<file path="src/rtl/control_sequencer_if.sv">
// Control bus between the sequencer and the datapath: instruction/flag in, strobes out.
interface control_sequencer_if;
   logic [15:0] IROUT;
   logic        ZFLAG;
   logic [11:0] WEN;
   logic [11:0] REN;
   logic [5:0]  LDALU;
   logic [6:0]  RSTR;
   logic        R2INC;
   logic        PCINC;
   logic        MEMREAD;
   logic        MEMWRITE;
   logic [2:0]  ALUMUX;

   modport master (
      input  IROUT, ZFLAG,
      output WEN, REN, LDALU, RSTR, R2INC, PCINC, MEMREAD, MEMWRITE, ALUMUX
   );

   modport slave (
      output IROUT, ZFLAG,
      input  WEN, REN, LDALU, RSTR, R2INC, PCINC, MEMREAD, MEMWRITE, ALUMUX
   );
endinterface

</file>
<file path="src/rtl/control_sequencer.sv">
// Moore control sequencer: fetch / increment PC / decode / up to two execute cycles.
// Optional feature macro CTRL_SINGLE_STEP_EN adds a step input and parks in IDLE after each retire.
module control_sequencer (
   input  logic                       clk,
   input  logic                       rst,
   input  logic                       start,
`ifdef CTRL_SINGLE_STEP_EN
   input  logic                       step,
`endif
   control_sequencer_if.master        bus,
   output logic                       halted,
   output logic                       err,
   output logic [15:0]                instr_count
);

   localparam int unsigned IdxAr = 0;
   localparam int unsigned IdxDr = 1;
   localparam int unsigned IdxPc = 2;
   localparam int unsigned IdxIr = 3;
   localparam int unsigned IdxAc = 11;

   localparam int unsigned LdIr = 0;
   localparam int unsigned LdAc = 5;

   localparam logic [3:0] OpNop   = 4'h0;
   localparam logic [3:0] OpLdac  = 4'h1;
   localparam logic [3:0] OpStac  = 4'h2;
   localparam logic [3:0] OpMvar  = 4'h3;
   localparam logic [3:0] OpAlu   = 4'h4;
   localparam logic [3:0] OpIncr2 = 4'h5;
   localparam logic [3:0] OpClr   = 4'h6;
   localparam logic [3:0] OpJmp   = 4'h7;
   localparam logic [3:0] OpJmpz  = 4'h8;
   localparam logic [3:0] OpHalt  = 4'hF;

   typedef enum logic [2:0] {
      StIdle, StFetch, StIncPc, StDecode, StEx1, StEx2, StHalt
   } state_e;

   state_e      state_q, state_d;
   logic [15:0] ir_q, ir_d;
   logic        zflag_q, zflag_d;
   logic        err_q, err_d;
   logic [15:0] count_q, count_d;

   logic [3:0]  op;
   logic [2:0]  fld;
   logic        go;
   logic        retire;
   state_e      retire_st;
   logic        unused_ir;

   assign op        = ir_q[15:12];
   assign fld       = ir_q[2:0];
   assign unused_ir = ^ir_q[8:3];

`ifdef CTRL_SINGLE_STEP_EN
   assign go        = start | step;
   assign retire_st = StIdle;
`else
   assign go        = start;
   assign retire_st = StFetch;
`endif

   // Register field 0 addresses AC; fields 1..7 address R1..R7 (WEN/REN bits 4..10).
   function automatic logic [11:0] reg_onehot(input logic [2:0] f);
      logic [11:0] oh;
      oh = '0;
      if (f == 3'd0) oh[IdxAc] = 1'b1;
      else           oh[4'(f) + 4'd3] = 1'b1;
      return oh;
   endfunction

   always_ff @(posedge clk) begin
      if (rst) begin
         state_q <= StIdle;
         ir_q    <= '0;
         zflag_q <= 1'b0;
         err_q   <= 1'b0;
         count_q <= '0;
      end else begin
         state_q <= state_d;
         ir_q    <= ir_d;
         zflag_q <= zflag_d;
         err_q   <= err_d;
         count_q <= count_d;
      end
   end

   always_comb begin
      state_d = state_q;
      ir_d    = ir_q;
      zflag_d = zflag_q;
      err_d   = err_q;
      count_d = count_q;
      retire  = 1'b0;
      case (state_q)
         StIdle:   if (go) state_d = StFetch;
         StFetch:  state_d = StIncPc;
         StIncPc:  state_d = StDecode;
         StDecode: begin
            ir_d    = bus.IROUT;
            // Zero flag is captured on the edge into EX1 so the EX1 outputs stay Moore.
            zflag_d = bus.ZFLAG;
            case (bus.IROUT[15:12])
               OpNop:   retire  = 1'b1;
               OpHalt:  state_d = StHalt;
               OpLdac, OpStac, OpMvar, OpAlu, OpIncr2, OpClr, OpJmp, OpJmpz:
                        state_d = StEx1;
               default: begin
                  state_d = StHalt;
                  err_d   = 1'b1;
               end
            endcase
         end
         StEx1: begin
            if (op == OpLdac || op == OpStac || op == OpAlu) state_d = StEx2;
            else                                              retire  = 1'b1;
         end
         StEx2:   retire  = 1'b1;
         StHalt:  state_d = StHalt;
         default: state_d = StIdle;
      endcase
      if (retire) begin
         state_d = retire_st;
         count_d = count_q + 16'd1;
      end
   end

   logic [11:0] wen, ren;
   logic [5:0]  ldalu;
   logic [6:0]  rstr;
   logic        r2inc, pcinc, memread, memwrite;
   logic [2:0]  alumux;

   always_comb begin
      wen      = '0;
      ren      = '0;
      ldalu    = '0;
      rstr     = '0;
      r2inc    = 1'b0;
      pcinc    = 1'b0;
      memread  = 1'b0;
      memwrite = 1'b0;
      alumux   = '0;
      case (state_q)
         StFetch:  wen[IdxIr]  = 1'b1;
         StIncPc:  pcinc       = 1'b1;
         StDecode: ldalu[LdIr] = 1'b1;
         StEx1: begin
            case (op)
               OpLdac: begin
                  memread    = 1'b1;
                  wen[IdxDr] = 1'b1;
               end
               OpStac: begin
                  ren[IdxAc] = 1'b1;
                  wen[IdxDr] = 1'b1;
               end
               OpMvar: begin
                  ren        = reg_onehot(fld);
                  wen[IdxAr] = 1'b1;
               end
               OpAlu: begin
                  ren         = reg_onehot(fld);
                  ldalu[LdAc] = 1'b1;
                  alumux      = ir_q[11:9];
               end
               OpIncr2: r2inc = 1'b1;
               OpClr:   if (fld != 3'd0) rstr[fld - 3'd1] = 1'b1;
               OpJmp: begin
                  ren[IdxIr] = 1'b1;
                  wen[IdxPc] = 1'b1;
               end
               OpJmpz: begin
                  if (zflag_q) begin
                     ren[IdxIr] = 1'b1;
                     wen[IdxPc] = 1'b1;
                  end
               end
               default: ;
            endcase
         end
         StEx2: begin
            case (op)
               OpLdac: begin
                  ren[IdxDr] = 1'b1;
                  wen[IdxAc] = 1'b1;
               end
               OpStac:  memwrite   = 1'b1;
               OpAlu:   wen[IdxAc] = 1'b1;
               default: ;
            endcase
         end
         default: ;
      endcase
   end

   assign bus.WEN      = wen;
   assign bus.REN      = ren;
   assign bus.LDALU    = ldalu;
   assign bus.RSTR     = rstr;
   assign bus.R2INC    = r2inc;
   assign bus.PCINC    = pcinc;
   assign bus.MEMREAD  = memread;
   assign bus.MEMWRITE = memwrite;
   assign bus.ALUMUX   = alumux;

   assign halted      = (state_q == StHalt);
   assign err         = err_q;
   assign instr_count = count_q;

endmodule

</file>
<file path="src/flat_wrapper.sv">
// flat-port wrapper written by rule: the top's interface ports become plain ports
module control_sequencer_flat 
  (clk, rst, start, halted, err, instr_count, bus_IROUT, bus_ZFLAG, bus_WEN, bus_REN, bus_LDALU, bus_RSTR, bus_R2INC, bus_PCINC, bus_MEMREAD, bus_MEMWRITE, bus_ALUMUX);
  control_sequencer_if bus_i ();
  input  logic clk;
  input  logic rst;
  input  logic start;
  output logic halted;
  output logic err;
  output logic [15:0] instr_count;
  input wire logic [$bits(bus_i.IROUT)-1:0] bus_IROUT;
  input wire logic [$bits(bus_i.ZFLAG)-1:0] bus_ZFLAG;
  output wire logic [$bits(bus_i.WEN)-1:0] bus_WEN;
  output wire logic [$bits(bus_i.REN)-1:0] bus_REN;
  output wire logic [$bits(bus_i.LDALU)-1:0] bus_LDALU;
  output wire logic [$bits(bus_i.RSTR)-1:0] bus_RSTR;
  output wire logic [$bits(bus_i.R2INC)-1:0] bus_R2INC;
  output wire logic [$bits(bus_i.PCINC)-1:0] bus_PCINC;
  output wire logic [$bits(bus_i.MEMREAD)-1:0] bus_MEMREAD;
  output wire logic [$bits(bus_i.MEMWRITE)-1:0] bus_MEMWRITE;
  output wire logic [$bits(bus_i.ALUMUX)-1:0] bus_ALUMUX;
  assign bus_i.IROUT = bus_IROUT;
  assign bus_i.ZFLAG = bus_ZFLAG;
  assign bus_WEN = bus_i.WEN;
  assign bus_REN = bus_i.REN;
  assign bus_LDALU = bus_i.LDALU;
  assign bus_RSTR = bus_i.RSTR;
  assign bus_R2INC = bus_i.R2INC;
  assign bus_PCINC = bus_i.PCINC;
  assign bus_MEMREAD = bus_i.MEMREAD;
  assign bus_MEMWRITE = bus_i.MEMWRITE;
  assign bus_ALUMUX = bus_i.ALUMUX;
  control_sequencer u_core (.clk(clk), .rst(rst), .start(start), .bus(bus_i), .halted(halted), .err(err), .instr_count(instr_count));
endmodule
</file>
<file path="config.mk">
export PLATFORM = sky130hd
export DESIGN_NAME = control_sequencer_flat
export DESIGN_NICKNAME = d
export VERILOG_FILES = /design/src/rtl/control_sequencer_if.sv /design/src/rtl/control_sequencer.sv /design/src/flat_wrapper.sv
export SDC_FILE = /design/constraint.sdc
export NUM_CORES = 1
export LEC_CHECK = 0
export BUFFER_PORTS_ARGS = -buffer_cell sky130_fd_sc_hd__buf_4
export CAP_MARGIN = 10
export CORE_ASPECT_RATIO = 1.4
export CORE_MARGIN = 5
export CORE_UTILIZATION = 49
export DETAILED_ROUTE_END_ITERATION = 10
export PLACE_DENSITY = 0.8
export SYNTH_ARGS = -nofsm -noshare
export SYNTH_HDL_FRONTEND = slang
export SYNTH_SLANG_ARGS = --single-unit
</file>
<file path="constraint.sdc">
create_clock -name clk -period 2.8 [get_ports clk]
set_input_delay 0.28 -clock clk [delete_from_list [all_inputs] [get_ports clk]]
set_output_delay 0.28 -clock clk [all_outputs]
set_load 0.05 [all_outputs]
</file>
; ---- Word-level counts from Yosys, hierarchy flattened
; Index checks and enable logic that the tools add are counted.
[totals]
register_bits = 37
output_inout_bits = 62
elab_cells = 106
[classes]
addsub = 3
magnitude_cmp = 4
n_eq_ne = 30
muxes = 44
bitwise = 2
n_reduce_logical = 17
[op_table]
columns = op, count
row1 = $eq A4 B3 Y1 const B, 8
row2 = $mux W7, 4
row3 = $mux W1, 23
row4 = $pmux W3 S7, 1
row5 = $mux W3, 6
row6 = $add A16 B1 Y16 const B, 1
row7 = $eq A4 B2 Y1 const B, 4
row8 = $eq A4 B4 Y1 const B, 3
row9 = $mux W11, 1
row10 = $mux W10, 1
row11 = $reduce_or A10 Y1, 1
row12 = $eq A3 B3 Y1 const B, 3
row13 = $eq A4 B1 Y1 const B, 2
row14 = $reduce_and A4 Y1, 2
row15 = $reduce_or A2 Y1, 4
row16 = $reduce_or A8 Y1, 1
row17 = $eq A3 B2 Y1 const B, 2
row18 = $logic_not A3 Y1, 2
row19 = $ne A3 B2 Y1 const B, 2
row20 = $pmux W1 S2, 3
row21 = $pmux W1 S3, 2
row22 = $pmux W3 S2, 1
row23 = $lt A4 B5 Y1 const B, 1
row24 = $add A3 B2 Y4 const B, 1
row25 = other kinds (16), 21

; ---- Depth between registers and ports, before layout
; Gate-level depths: netlist (run 1).
[logic_depth]
ltp_word = 8
depth_mapped = 7
ltp_nobuf = 6

; ---- Worst setup path after synthesis (run 1)
; OpenSTA, ideal clock, no wires.
[synth_timing]
path_kind = register to output
startpoint = register u_core.state_q[1]
endpoint = output bus_ALUMUX[0]
arrival_time_ns = 3.108
required_ns = 2.520
path_slack_ns = -0.588
path_stages_with_launch = 7
cell_sequence = dfxtp_1 buf_2 nor2b_1 clkbuf_1 nand2_1 nor4_1 and2_1
[synth_between]
elab_chain_len = 2
[synth_lines]
columns = element, line
row1 = start: declaration, control_sequencer.sv:40  ; state_e state_q, state_d;
row2 = start signal: assignment, control_sequencer.sv:76  ; state_q <= StIdle;
row3 = start signal: assignment, control_sequencer.sv:82  ; state_q <= state_d;
row4 = $eq A3 B3 Y1, control_sequencer.sv:146  ; case (state_q)
row5 = $mux W3, control_sequencer.sv:146
row6 = end: declaration, flat_wrapper.sv:21  ; output wire logic [$bits(bus_i.ALUMUX)-1:0] bus_ALUMUX;
; No other way between the ends.

; ---- Final worst setup path (run 1)
[layout_timing]
startpoint = register u_core.ir_q[0]
endpoint = output bus_RSTR[6]
[layout_between]
elab_chain_len = 8
elab_cells_between_ends = 10
classes_between = add/sub (1) / order compare (2) / mux (5) / reduce/logical (2)
[layout_lines]
columns = element, line
row1 = start: declaration, control_sequencer.sv:41  ; logic [15:0] ir_q, ir_d;
row2 = start signal: assignment, control_sequencer.sv:83  ; ir_q <= ir_d;
row3 = $sub A3 B1 Y3, control_sequencer.sv:170  ; OpClr: if (fld != 3'd0) rstr[fld - 3'd1] = 1'b1;
row4 = $lt A3 B4 Y1 (implied by the code) / $ge A3 B1 Y1 (equally long branches), control_sequencer.sv:170
row5 = $logic_and A1 B1 Y1 (implied by the code), control_sequencer.sv:170
row6 = $mux W1 (implied by the code), control_sequencer.sv:170
row7 = $demux W1 S3, -
row8 = $mux W7 (*), control_sequencer.sv:170
row9 = $mux W7 (*), control_sequencer.sv:151  ; case (op)
row10 = $mux W7 (*), control_sequencer.sv:146
row11 = end: declaration, flat_wrapper.sv:16  ; output wire logic [$bits(bus_i.RSTR)-1:0] bus_RSTR;
; Mark *: on every way between the ends. The rest lies on a longest branch, timed or not.

==> results of run 1 <==
## cells by family (layout without fill, tap and decap cells)
| group | after synthesis | in the layout | synth area share [%] |
|---|---|---|---|
| and+or+nand+nor | 153 | 153 | 35.8 |
| AOI/OAI and AO/OA | 50 | 50 | 15.1 |
| buffers and inverters | 35 | 81 | 8.81 |
| DFF | 31 | 31 | 28.9 |
| muxes | 14 | 14 | 7.35 |
| adders and majority gates | 6 | 6 | 3.50 |
| other | 1 | 11 | 0.175 |
| xor gates and xnor gates | 1 | 1 | 0.408 |
## critical path, stage by stage, from the launching register on
cell     delay, ns
dfxtp_2       0.38
inv_1         0.10
ha_1          0.22
nor2b_1       0.15
or3_1         0.34
or4_4         0.51
nor3_1        0.15
buf_4         0.22
## per-stage QoR
step	power (mW)	setup TNS (ns)	utilization, %
finish	1.02	0	63.8
CTS	1.03	0	63.7
global placement	0.636	0	61.3
detailed placement	0.639	0	61.3
global route	1.07	0	63.8
floorplan	0.614	-0.414	-
## state kept, by name (all words and copies together) (netlist names)
signal,flops
u_core.zflag_q,1
u_core.ir_q,10
u_core.err,1
u_core.instr_count,16
u_core.state_q,3
## cell usage in the layout, fill, tap and decap left out, drive strengths merged, types with 7 or more instances in the layout
cell / synthesis / routed
buf: 20 / 67
nand2: 41 / 41
nor2: 40 / 40
dfxtp: 31 / 31
a21oi: 28 / 28
nor2b: 19 / 19
mux2: 14 / 14
nand3: 13 / 13
conb: 1 / 11
clkbuf: 9 / 8
nand2b: 7 / 7
nor3: 7 / 7
## where the power goes
group	total, mW	internal (mW)	switching [mW]
Combinational	0.161	0.0504	0.111
Sequential	0.469	0.451	0.0179
Clock	0.388	0.224	0.164
Total	1.02	0.725	0.293
## cells in the mapped netlist (all sizes together), types with 6 or more instances
cell type,count,share of area [%]
ha,6,3.5
dfxtp,31,29
nor2,40,7.0
nor2b,19,5.5
nand3,13,3.0
mux2,14,7.4
nand2,41,7.2
buf,20,6.2
nor3,7,1.9
inv,6,1.1
nand2b,7,2.0
a21oi,28,6.5
clkbuf,9,1.6
## timing repair
action	in CTS	in global routing
endpoints found under the setup margin	0	7
endpoints found under the hold margin	0	0
gates resized for setup	0	2
## worst max path at each step
stage	slack [ns]	start	end	cells past startpoint
CTS	0.05	u_core.ir_q[0]	bus_RSTR[3]	7
global route	0.0002	u_core.ir_q[0]	bus_RSTR[6]	7
global placement	0.42	u_core.ir_q[0]	bus_RSTR[6]	7
detailed placement	0.36	u_core.ir_q[0]	bus_RSTR[3]	7
finish	0.16	u_core.ir_q[0]	bus_RSTR[6]	7
floorplan	-0.21	u_core.ir_q[0]	bus_RSTR[2]	6
## cell type report
class                   instances  area (sq um)
flip-flops and latches         31           623
clock buffers                   8           100
fillers                       390          1540
multi-input cells             235          1380
well taps                      60          75.1
inverters                       6          22.5
repair buffers                 67           503
## metal layers
metal / global-route usage, % / up-vias / wire length (um)
li1: - / 1082 / -
met1: 20.6 / 975 / 2120
met2: 35.1 / 71 / 2800
met3: 5.08 / 6 / 393
met4: 8.87 / 0 / 75
met5: 0 / - / 0
==> flow_summary.yaml, run 1 <==
drt:
  drc_errors: 0
  firstDrtPassIters: 4
  ant_nets: 0
  drt_iter0_markers: 64
  num_vias: 2134
  viasPerCell: 5.24
  post_drt_wl_per_cell_um: 13.2
  wirelength_um: 5380
yosys:
  ys_ff_latch: 31
  synth_warnings: 0
  netlist_area_sq_um: 2140
  synth_edf_count: 0
  synth.avg_cell_area_sq_um: 7.37
  postSynth.asyncResetShare_pct: 0
  synth_top_flop_cell: "dfxtp_1"
  netlist-cell-type-count: 45
  seq_area_frac_synth_pct: 28.9
  synthCells: 291
place:
  port-buffer-count: 64
  place_hpwl_um: 4090
  dpl.cell_count: 399
  dp_worst_setup_slack_ns: 0.364
  routabilityCongestion: 0.830
  dpl-instance-area_sq_um: 2600
timing:
  worst_slack_ns: 0.159
  skew_ns: 0.00248
  relSlewSlack_pct: 51.9
  finalMaxSlewViolations: 0
  whs_ns: 0.241
  period_needed_ns: 2.64
  setup_viol: 0
  rsz0062_at_grt: "no"
  period_share_pct: 94.3
  tightest_slew_ns: 0.722
  hold_viol_final: 0
  fmax_mhz: 379
cells_and_area:
  syn2layout_area_growth_pct: 26.0
  fin_area_sq_um: 2700
  final_cells: 407
  insertedDiodeCount: 0
  drive_above_1_share_pct: 29.4
  nets: 372
run_status:
  outcome: "finished, final reports clean"
global_routing:
  grt_usage_pct: 19.3
  antenna_found_initial: 0
  grt-ovfl-total: 0
  grt_max_degree: 47
  grt_pass1_vias: 2067
  grt_pass1_wl_um: 8930
worst_setup_path:
  worstPathArrival_ns: 2.36
  r2r-start: "u_core.ir_q[14]"
  worstRegToRegCells: 4
  worstPathRequired_ns: 2.52
  cp-start-kind: "flip-flop"
  r2r_end: "u_core.instr_count[13]"
  endpoint_kind: "primary output"
  criticalPathCategory: "flip-flop to primary output"
  rrSetupSlack_ns: 0.77
  crit_path_max_fanout: 7
clock_tree:
  worstSkewPairLatency_ns: 0.28
  numCtsBuffers: 5
  cts_sinks: 31
  hold_buffers: 0
  postCtsSetupBuffers: 0
  path_clk_slew_ns: 0.06
  cts_max_level: 2
  clock_path_buffers: 2
  cts_tree: "built"
  root_buffer: "clkbuf_8"
power_and_ir_drop:
  leakage_nw: 1.09
  ir_drop_uv: 528
  p_per_area_nw_per_um2: 377
worst_hold_path:
  whs_endpoint: "u_core.ir_q[0]"
  min_path_cells: 3
  hold_class: "input port to flip-flop"
  min_from: "bus_IROUT[0]"
floorplan:
  core_area_sq_um: 4240
  rows: 28
  fp.dieW_um: 65.9
  io_pins: 82
  initial_core_util_pct: 50.6
  die_y_um: 88.3
  die_area_sq_um: 5820
flow_run:
  cap_violations: 0
(Power assumes the default switching activity.)
==> inputs of run 2 (changes only) <==
- CELL_PAD_IN_SITES_DETAIL_PLACEMENT: not set -> 1
- CELL_PAD_IN_SITES_GLOBAL_PLACEMENT: not set -> 2
- CORE_UTILIZATION: 49 -> 26
- PLACE_DENSITY: 0.8 -> not set
- PLACE_DENSITY_LB_ADDON: not set -> 0.1
- SLEW_MARGIN: not set -> 20
==> run 2 against run 1 <==
Core utilization fell by 29 points. Wire length is 28% higher. Die area rose by 75%. Register-to-register slack lost 0.08 ns. Critical path depth is the same. Hold slack improved by 0.014 ns. Critical endpoint unchanged. Largest power group is now clock.
==> flow_summary.yaml, run 2 (synthesis gave the netlist of run 1 again) <==
worst_setup_path:
  cp-start-kind: "flip-flop"
  criticalPathCategory: "flip-flop to primary output"
  path_cells: "inv_1 -> ha_1 -> nor2b_1 -> or3_1 -> or4_4 -> nor3_1 -> buf_4"
  worst-path-buf-inv: 2
  worstPathArrival_ns: 2.43
  cpPeakStageDelay_ns: 0.53
  crit_path_max_fanout: 7
  cp_top_family: "simple AND/OR/NAND/NOR gates"
  endpoint_kind: "primary output"
  worstPathRequired_ns: 2.52
  slowest_stage: "or4_4"
timing:
  period_needed_ns: 2.71
  period_share_pct: 96.6
  skew_ns: 0.00502
  relSlewSlack_pct: 50.8
  worst_slack_ns: 0.0948
  whs_ns: 0.256
  finalMaxSlewViolations: 0
  setup_viol: 0
  tightest_slew_ns: 0.737
  rsz0062_at_grt: "no"
  fmax_mhz: 370
  hold_viol_final: 0
global_routing:
  grtUsageMet2_pct: 26.6
  grt_pass1_wl_um: 11300
  met3_usage_pct: 2.66
  grt_pass1_vias: 2258
  grt-ovfl-total: 0
  grt_usage_pct: 13.6
  grt_busiest_layer: "met2"
  grt_use_met1_pct: 14.1
  antenna_found_initial: 0
  grt_max_degree: 47
drt:
  num_vias: 2146
  ant_nets: 0
  drc_errors: 0
  firstDrtPassIters: 4
  wirelength_um: 6880
  post_drt_wl_per_cell_um: 15.2
  drt_iter0_markers: 53
  viasPerCell: 4.76
cells_and_area:
  final_util_pct: 34.7
  layout_common_cells: "buf_4, nand2_1, nor2_1"
  syn2layout_area_growth_pct: 31.2
  insertedDiodeCount: 0
  largest_reg_flops: 16
  drive_above_1_share_pct: 29.8
  final_cells: 451
  final_common_cell: "buf_4"
  nets: 374
clock_tree:
  postCtsSetupBuffers: 0
  cts_max_level: 2
  clock_path_buffers: 2
  worstSkewPairLatency_ns: 0.27
  path_clk_slew_ns: 0.05
  cts_sinks: 31
  cts_tree: "built"
  numCtsBuffers: 5
  root_buffer: "clkbuf_16"
power_and_ir_drop:
  p_int_mw: 0.832
  power.switching_mw: 0.324
  seqPwrFrac_pct: 40.3
  p_per_area_nw_per_um2: 411
  combPwrFrac_pct: 15.0
  leakage_nw: 1.12
  ir_drop_uv: 281
  p_sw_share_pct: 28.0
  clockPowerShare_pct: 44.7
  total_power_mw: 1.16
place:
  routabilityCongestion: 0.733
  port-buffer-count: 64
  place_hpwl_um: 5330
  dp_worst_setup_slack_ns: 0.266
  dpl.cell_count: 443
run_status:
  outcome: "finished, final reports clean"
floorplan:
  initial_core_util_pct: 26.5
  core_area_sq_um: 8100
  die_area_sq_um: 10200
  die_y_um: 117
  rows: 39
  fp.dieW_um: 86.8
  io_pins: 82
worst_hold_path:
  hold_class: "input port to flip-flop"
flow_run:
  cap_violations: 0
## run 2: cell types whose count changed in the layout (fill, tap and decap cells not counted)
cell       previous run  this run
clkinv_2              0         1
buf_4                67        69
clkbuf_1              1         2
clkbuf_8              7         0
nor3_1                6         5
clkbuf_16             0         5
nor3_2                1         2
## run 2: final cells by class
class	count	area, sq um
fillers	1033	5290
multi-input cells	235	1380
flip-flops and latches	31	623
repair buffers	69	518
clock buffers	7	133
well taps	102	128
inverters	6	22.5
clock inverters	1	5.00
## run 2: final timing paths
check | from | to | slack [ns] | cells after the start
max | u_core.ir_q[0] | bus_RSTR[6] | 0.09 | 7
min | bus_IROUT[11] | u_core.ir_q[11] | 0.26 | 3
max reg2reg | u_core.ir_q[12] | u_core.instr_count[8] | 0.69 | 5
min reg2reg | u_core.ir_q[9] | u_core.ir_q[9] | 0.45 | 2
## run 2: stage by stage
stage / instance area, sq um / TNS, ns
2_1_floorplan: 2190 / -0.414
3_3_place_gp: 2670 / 0
3_5_place_dp: 2670 / 0
4_1_cts: 2810 / 0
5_1_grt: 2810 / 0
6_report: 2810 / 0
## run 2: layer usage
metal	part of all wire (%)	wire length, um
met5	0	0
met4	1.2	80
met2	56	3870
met1	37	2570
met3	5.2	358
## run 2: power by group through the flow
stage	Clock (mW)	Combinational, mW	Sequential [mW]
after CTS	0.538	0.176	0.466
after detailed placement	0	0.176	0.476
final	0.517	0.173	0.466
after floorplan	0	0.146	0.468
after global routing	0.556	0.190	0.468
after global placement	0	0.174	0.475
## run 2: timing repair
action                                  in CTS  in global routing
hold buffers                                 0                  0
endpoints found under the setup margin       3                  3
resized for setup                            1                  2
## run 2: worst register-to-register path, cell delays in order, from the launching register on
cell and delay [ns]:
dfxtp_1 0.58, xnor2_1 0.24, o221ai_2 0.53, buf_4 0.25, a21oi_1 0.09, mux2_2 0.31
==> inputs of run 3 (changes only) <==
- CAP_MARGIN: 10 -> 20
- RECOVER_POWER: not set -> 100
==> run 3 against run 2 <==
Non-clock buffer count unchanged. Final cell count unchanged. Critical path type unchanged. Die area unchanged. Global-route usage unchanged.
==> flow_summary.yaml, run 3 (synthesis gave the netlist of run 1 again) <==
run_status:
  outcome: "finished, final reports clean"
timing:
  worst_slack_ns: 0.0944
  finalMaxSlewViolations: 0
  setup_viol: 0
  rsz0062_at_grt: "no"
  relSlewSlack_pct: 8.77
  skew_ns: 0.00458
  fmax_mhz: 370
  hold_viol_final: 0
  tightest_slew_ns: 1.36
  period_share_pct: 96.6
  period_needed_ns: 2.71
worst_setup_path:
  worstPathRequired_ns: 2.52
  path_cells: "inv_1 -> ha_1 -> nor2b_1 -> or3_1 -> or4_4 -> nor3_1 -> buf_4"
  cp-start-kind: "flip-flop"
  worstPathArrival_ns: 2.43
  cpPeakStageDelay_ns: 0.53
  slowest_stage: "or4_4"
  crit_path_max_fanout: 7
  criticalPathCategory: "flip-flop to primary output"
  endpoint_kind: "primary output"
  cp_top_family: "simple AND/OR/NAND/NOR gates"
  worst-path-buf-inv: 2
clock_tree:
  root_buffer: "clkbuf_16"
  cts_sinks: 31
  numCtsBuffers: 5
  clock_path_buffers: 2
  cts_max_level: 2
  hold_buffers: 0
  worstSkewPairLatency_ns: 0.27
  path_clk_slew_ns: 0.05
  cts_tree: "built"
cells_and_area:
  insertedDiodeCount: 0
  drive_above_1_share_pct: 20.3
  final_common_cell: "nand2_1"
  largest_reg_flops: 16
  nets: 374
  syn2layout_area_growth_pct: 23.6
  layout_common_cells: "nand2_1, nor2_1, clkbuf_1"
place:
  routabilityCongestion: 0.733
  dp_worst_setup_slack_ns: 0.266
  port-buffer-count: 64
  place_hpwl_um: 5330
floorplan:
  core_area_sq_um: 8100
  io_pins: 82
  rows: 39
  fp.dieW_um: 86.8
  die_area_sq_um: 10200
  initial_core_util_pct: 26.5
  die_y_um: 117
drt:
  firstDrtPassIters: 4
  post_drt_wl_per_cell_um: 15.3
  viasPerCell: 4.77
  drt_iter0_markers: 51
  drc_errors: 0
  num_vias: 2152
  wirelength_um: 6900
  ant_nets: 0
power_and_ir_drop:
  p_per_area_nw_per_um2: 434
  leakage_nw: 0.971
  ir_drop_uv: 284
  total_power_mw: 1.15
global_routing:
  grt-ovfl-total: 0
  grt_pass1_vias: 2258
  grt_pass1_wl_um: 11300
  grt_usage_pct: 13.6
  grt_max_degree: 47
  antenna_found_initial: 0
flow_run:
  cap_violations: 0
worst_hold_path:
  hold_class: "input port to flip-flop"
run 3: cell types whose count changed in the layout (fill, tap and decap cells not counted), sizes merged:
cell	previous run	this run
buf	69	24
clkbuf	7	52
run 3: tightest hold or removal path: stages:
cell and delay [ns]:
buf_4 0.11, nand2_1 0.04, a21oi_1 0.05
run 3: through the flow:
stage          instance area [sq um]  hold slack (ns)  utilization [%]  TNS (ns)  instances
2_1_floorplan                   2190            0.416                -    -0.414        301
6_report                        2650            0.255             32.7         0        451
3_3_place_gp                    2670            0.439             32.9         0        443
5_1_grt                         2650            0.265             32.7         0        451
3_5_place_dp                    2670            0.451             32.9         0        443
4_1_cts                         2810            0.252             34.6         0        451
run 3: cell type report:
class                   count  area, sq um
fillers                  1062         5450
multi-input cells         235         1370
flip-flops and latches     31          623
repair buffers             69          369
clock buffers               7          133
well taps                 102          128
inverters                   6         22.5
clock inverters             1         5.00
run 3: routing by layer:
layer	part of all wire (%)	GRT usage, %
met1	38	14.1
met2	56	26.6
met3	4.9	2.66
met4	1.1	3.80
met5	0	0
run 3: path summary, 6_finish.rpt:
path	depth (start not counted)	startpoint	endpoint	slack, ns
worst max-delay path	7	u_core.ir_q[0]	bus_RSTR[6]	0.09
worst min-delay path	3	bus_IROUT[11]	u_core.ir_q[11]	0.26
worst max register to register	5	u_core.state_q[1]	u_core.instr_count[13]	0.26
worst min register to register	2	u_core.ir_q[11]	u_core.ir_q[11]	0.45
run 3: where the power goes:
group | switching, mW | total (mW) | internal, mW
clock network | 0.189 | 0.517 | 0.328
registers | 0.0147 | 0.466 | 0.451
logic | 0.120 | 0.167 | 0.0471
run 3: timing repair:
item	CTS	global route
hold endpoints to repair	0	0
endpoints found under the setup margin	3	3
gates resized for setup	1	2
setup buffers	0	0
